[src/rtl/rom_pkg.sv]
// Shared types and constants for the AHB-Lite ROM reader.
package rom_pkg;

    // Data-phase states of the reader.
    typedef enum logic [1:0] {
        ST_IDLE    = 2'b00,
        ST_RD_WAIT = 2'b01,
        ST_ERR1    = 2'b10,
        ST_ERR2    = 2'b11
    } state_e;

    // AHB transfer types.
    localparam logic [1:0] HTRANS_IDLE   = 2'b00;
    localparam logic [1:0] HTRANS_BUSY   = 2'b01;
    localparam logic [1:0] HTRANS_NONSEQ = 2'b10;
    localparam logic [1:0] HTRANS_SEQ    = 2'b11;

    // Largest access size the ROM port supports.
    localparam logic [2:0] HSIZE_WORD = 3'b010;

    // Slave response encodings.
    localparam logic HRESP_OKAY  = 1'b0;
    localparam logic HRESP_ERROR = 1'b1;

endpackage

[src/rtl/ahbl_rom_reader.sv]
// AHB-Lite slave front end for the synchronous boot/program ROM.
// The ROM is addressed straight from the address phase; read data comes
// back either directly from the ROM (REG_OUT=0) or through a capture
// register that costs one wait state (REG_OUT=1).
//
// state      | meaning
// -----------+------------------------------------------------------------
// ST_IDLE    | ready, OKAY; accepts a new address phase
// ST_RD_WAIT | registered-read wait state, ROM data captured into rd_q
// ST_ERR1    | first ERROR cycle, HREADYOUT low
// ST_ERR2    | second ERROR cycle, HREADYOUT high; accepts a new address phase
module ahbl_rom_reader
    import rom_pkg::*;
#(
    parameter int MEM_WORDS = 8192,
    parameter int ADR_WIDTH = 13,
    parameter int REG_OUT   = 0
) (
    input  logic                 CLK,
    input  logic                 RST,
    input  logic                 HSEL,
    input  logic [31:0]          HADDR,
    input  logic [1:0]           HTRANS,
    input  logic                 HWRITE,
    input  logic [2:0]           HSIZE,
    input  logic                 HREADY,
    output logic                 HREADYOUT,
    output logic                 HRESP,
    output logic [31:0]          HRDATA,
    output logic                 ROM_EN,
    output logic [ADR_WIDTH-1:0] ROM_A,
    input  logic [31:0]          ROM_Do
);

    // The word address must be able to reach every ROM location.
    localparam logic ADR_FITS = ((64'd1 << ADR_WIDTH) >= 64'(MEM_WORDS));

    state_e      state_q, state_d;
    logic        hreadyout_q, hreadyout_d;
    logic        hresp_q, hresp_d;
    logic [31:0] rd_q;

    logic xfer_valid;
    logic xfer_bad;
    logic xfer_good;

    // Upper address bits, HTRANS[0] and the depth check carry no logic.
    logic unused_inputs;
    assign unused_inputs = ^{HADDR[31:ADR_WIDTH+2], HTRANS[0], ADR_FITS};

    // Classify the address phase currently on the bus.
    always_comb begin
        xfer_valid = HSEL & HREADY & HTRANS[1];
        xfer_bad   = xfer_valid &
                     (HWRITE |
                      ((HSIZE == HSIZE_WORD) && (HADDR[1:0] != 2'b00)) |
                      (HSIZE > HSIZE_WORD));
        xfer_good  = xfer_valid & ~xfer_bad;
    end

    // ROM is driven straight from the address phase; bad transfers never reach it.
    assign ROM_EN = xfer_good;
    assign ROM_A  = HADDR[ADR_WIDTH+1:2];

    // Next data-phase state and the response it presents.
    always_comb begin
        state_d     = ST_IDLE;
        hreadyout_d = 1'b1;
        hresp_d     = HRESP_OKAY;
        case (state_q)
            ST_IDLE, ST_ERR2: begin
                if (xfer_bad) begin
                    state_d     = ST_ERR1;
                    hreadyout_d = 1'b0;
                    hresp_d     = HRESP_ERROR;
                end else if (xfer_good && (REG_OUT != 0)) begin
                    state_d     = ST_RD_WAIT;
                    hreadyout_d = 1'b0;
                end
            end
            ST_RD_WAIT: begin
                state_d = ST_IDLE;
            end
            ST_ERR1: begin
                state_d = ST_ERR2;
                hresp_d = HRESP_ERROR;
            end
            default: begin
                state_d = ST_IDLE;
            end
        endcase
    end

    // State, registered response and captured read data.
    always_ff @(posedge CLK or posedge RST) begin
        if (RST) begin
            state_q     <= ST_IDLE;
            hreadyout_q <= 1'b1;
            hresp_q     <= HRESP_OKAY;
            rd_q        <= '0;
        end else begin
            state_q     <= state_d;
            hreadyout_q <= hreadyout_d;
            hresp_q     <= hresp_d;
            if (state_q == ST_RD_WAIT) begin
                rd_q <= ROM_Do;
            end
        end
    end

    assign HREADYOUT = hreadyout_q;
    assign HRESP     = hresp_q;
    assign HRDATA    = (REG_OUT != 0) ? rd_q : ROM_Do;

endmodule

[config.mk]
export PLATFORM = sky130hd
export DESIGN_NAME = ahbl_rom_reader
export DESIGN_NICKNAME = d
export VERILOG_FILES = /design/src/rtl/rom_pkg.sv /design/src/rtl/ahbl_rom_reader.sv
export SDC_FILE = /design/constraint.sdc
export NUM_CORES = 1
export LEC_CHECK = 0
export ABC_AREA = 1
export BUFFER_PORTS_ARGS = -buffer_cell sky130_fd_sc_hd__buf_2
export CORE_UTILIZATION = 21
export CTS_CLUSTER_SIZE = 10
export DETAILED_ROUTE_END_ITERATION = 8
export PLACE_DENSITY_LB_ADDON = 0.05
export SETUP_SLACK_MARGIN = 0.4
export SLEW_MARGIN = 0
export SYNTH_ARGS = -nofsm -noshare
export SYNTH_HDL_FRONTEND = slang
export SYNTH_SLANG_ARGS = --single-unit
[constraint.sdc]
create_clock -name CLK -period 1.1 [get_ports CLK]
set_input_delay 0.055 -clock CLK [delete_from_list [all_inputs] [get_ports CLK]]
set_output_delay 0.055 -clock CLK [all_outputs]
set_load 0.02 [all_outputs]
==> impl_metrics.tcl <==
set metrics [dict create \
    cp_data_required_time_ns 1.26 \
    utilization 0.170 \
    tritoncts "done" \
    port_buffers 13 \
    die_h_um 53.6 \
    num_vias 264 \
    synth_nets 144 \
    antenna_found_initial 0 \
    core_area_um2 2500 \
    wl_per_cell_um 9.53 \
    ys_seq_elements 4 \
    finalClockSkew_ns 0.00629 \
    dr.pass1.iters 2 \
    synthCells 68 \
    die_w_um 53.6 \
    fin_tns_setup_ns 0 \
    setup_violations 0 \
    clk_latency_ns 0.24 \
    slew_violations 0 \
    whs_path_depth 0 \
    cp_max_fo 3 \
    synth_area_um2 558 \
    p_per_area_nw_per_um2 1100 \
    grt_first_pass_wirelength_um 979 \
    fin_total_pwr_uw 467 \
    p_leak_uw 0.000199 \
    start_util 0.223 \
    layout.nets 120 \
    dieArea_um2 2870 \
    layout-drive-gt1-share 0.721 \
    synth_seq_area_share 0.182 \
    route.detailed.drc 0 \
    hold_viol 0 \
    min_period_over_period 0.958 \
    cts_buffers 3 \
    yosys.area.top_type_share 0.605 \
    critPathLaunchType "register" \
    cp.arrival_ns 1.21 \
    syn_avg_cell_area_um2 8.21 \
    fin_cells 73 \
    rsz0062_at_grt "true" \
    clock_sinks 4 \
    cap_violations 0 \
    cts_root_buffer "clkbuf_4" \
    hold_ws_ns 0.110 \
    cp-end-kind "register" \
    dp_hpwl_um 569 \
    place_inst 66 \
    cts_buffer_depth 2 \
    num_rows 18 \
    fin_crit_ns 1.05 \
    fmax_mhz 949 \
    grt_pass1_vias 258 \
    status "completed" \
    drt_wl_total_um 696 \
    hold_class "input port to primary output" \
    vdd_drop_max_mv 0.241 \
    grt_overflow 0 \
    synthTopCellsByArea "buf_4, dfrtp_1, dfstp_2, ha_1, inv_1" \
    relSlewSlack 0.899 \
    synth-warning-count 0 \
    tightest_slew_ns 0.151 \
    ys_types 13 \
    grt_use_total 0.0517 \
    clk_pin_slew_ns 0.04 \
    reg2reg_depth 5 \
    diodes 0 \
    drtIter0Drc 1 \
    critPathKind "register to register" \
    ant_nets 0 \
    yosysTopAreaCell "buf_4" \
    place_congestion 0.642 \
    vias_per_cell 3.62 \
    area_delta_synth_final_pct -24.0 \
    grt_max_degree 5 \
    h-tree-depth 1 \
    io_pins 122 \
]
==> flip-flops by register name (all words and copies together), names as in the netlist <==
register and flops:
HREADYOUT 1, HRESP 1, state_q 2
==> power breakdown <==
group / leakage (uW) / switching, uW / internal, uW
Combinational: 0.000133 / 45.9 / 56.4
Sequential: 0.0000510 / 6.77 / 160
Clock: 0.0000150 / 62.1 / 136
==> what timing repair did <==
item / 4_1_cts / 5_1_grt
setup buffers: 1 / 1
gates resized for setup: 8 / 5
hold buffers: 1 / 0
pin swaps: 1 / 5
hold endpoints to repair: 4 / 0
setup endpoints to repair: 7 / 6
==> final timing paths <==
kind | slack (ns) | from | endpoint
max in group asynchronous | 0.63 | RST | HREADYOUT
min | 0.11 | ROM_Do[11] | HRDATA[11]
max reg2reg | 0.05 | state_q[1] | HRESP
min in group asynchronous | 0.24 | RST | state_q[1]
max | 0.05 | state_q[1] | HRESP
min reg2reg | 0.55 | state_q[1] | state_q[0]
==> logic make-up (layout without fill, tap and decap cells) <==
| logic type | Yosys count | count (layout) | share of synthesized area |
|---|---|---|---|
| buf+inv | 51 | 26 | 0.646 |
| fa+ha+maj | 2 | 2 | 0.0448 |
| simple gates | 9 | 9 | 0.103 |
| compound gates | 2 | 2 | 0.0247 |
| flops | 4 | 4 | 0.182 |
==> metrics by stage <==
stage               setup slack, ns  instance area [um^2]
floorplan                     0.105                   558
global placement             0.0292                   323
detailed placement           0.0198                   323
CTS                          0.0261                   394
global route                -0.0158                   424
finish                       0.0465                   424
==> critical path, stage by stage, from the launching register on <==
cell and delay [ns]:
dfrtp_1 0.40, ha_4 0.28, inv_2 0.03, nor2_2 0.08, nand2_2 0.08, a21oi_2 0.11
==> cells in the final DEF (no fill, tap or decap) <==
master	instances
dlygate4sd3_1	1
inv_1	4
nand2_2	4
inv_2	2
ha_4	1
ha_1	1
nor2_1	1
nand3_2	1
a21oi_2	1
dfstp_2	1
o21ai_1	1
buf_2	8
clkbuf_4	3
nor2_2	1
nor2_4	2
dfrtp_1	3
clkbuf_1	1
buf_4	3
buf_6	4
==> layout make-up <==
cell class | count | area (um^2)
clock buffer | 4 | 26.3
fill | 279 | 2080
inverter | 6 | 22.5
multi-input combinational | 13 | 119
sequential | 4 | 101
tap | 30 | 37.5
timing repair buffer | 16 | 118
==> metal layers <==
| layer | wire length [um] | GRT usage | up-vias |
|---|---|---|---|
| met5 | 0 | 0 | - |
| met4 | 16 | 0.0789 | 0 |
| met3 | 137 | 0.0480 | 6 |
| met2 | 357 | 0.0688 | 30 |
| met1 | 184 | 0.0338 | 120 |
| li1 | - | - | 108 |
==> synth_stat cells (all sizes together) <==
library cell	n
buf	45
inv	6
nand2	4
nor2	4
dfrtp	3
ha	2
a21oi	1
dfstp	1
nand3	1
o21ai	1
Power figures use the tool's default switching activity.
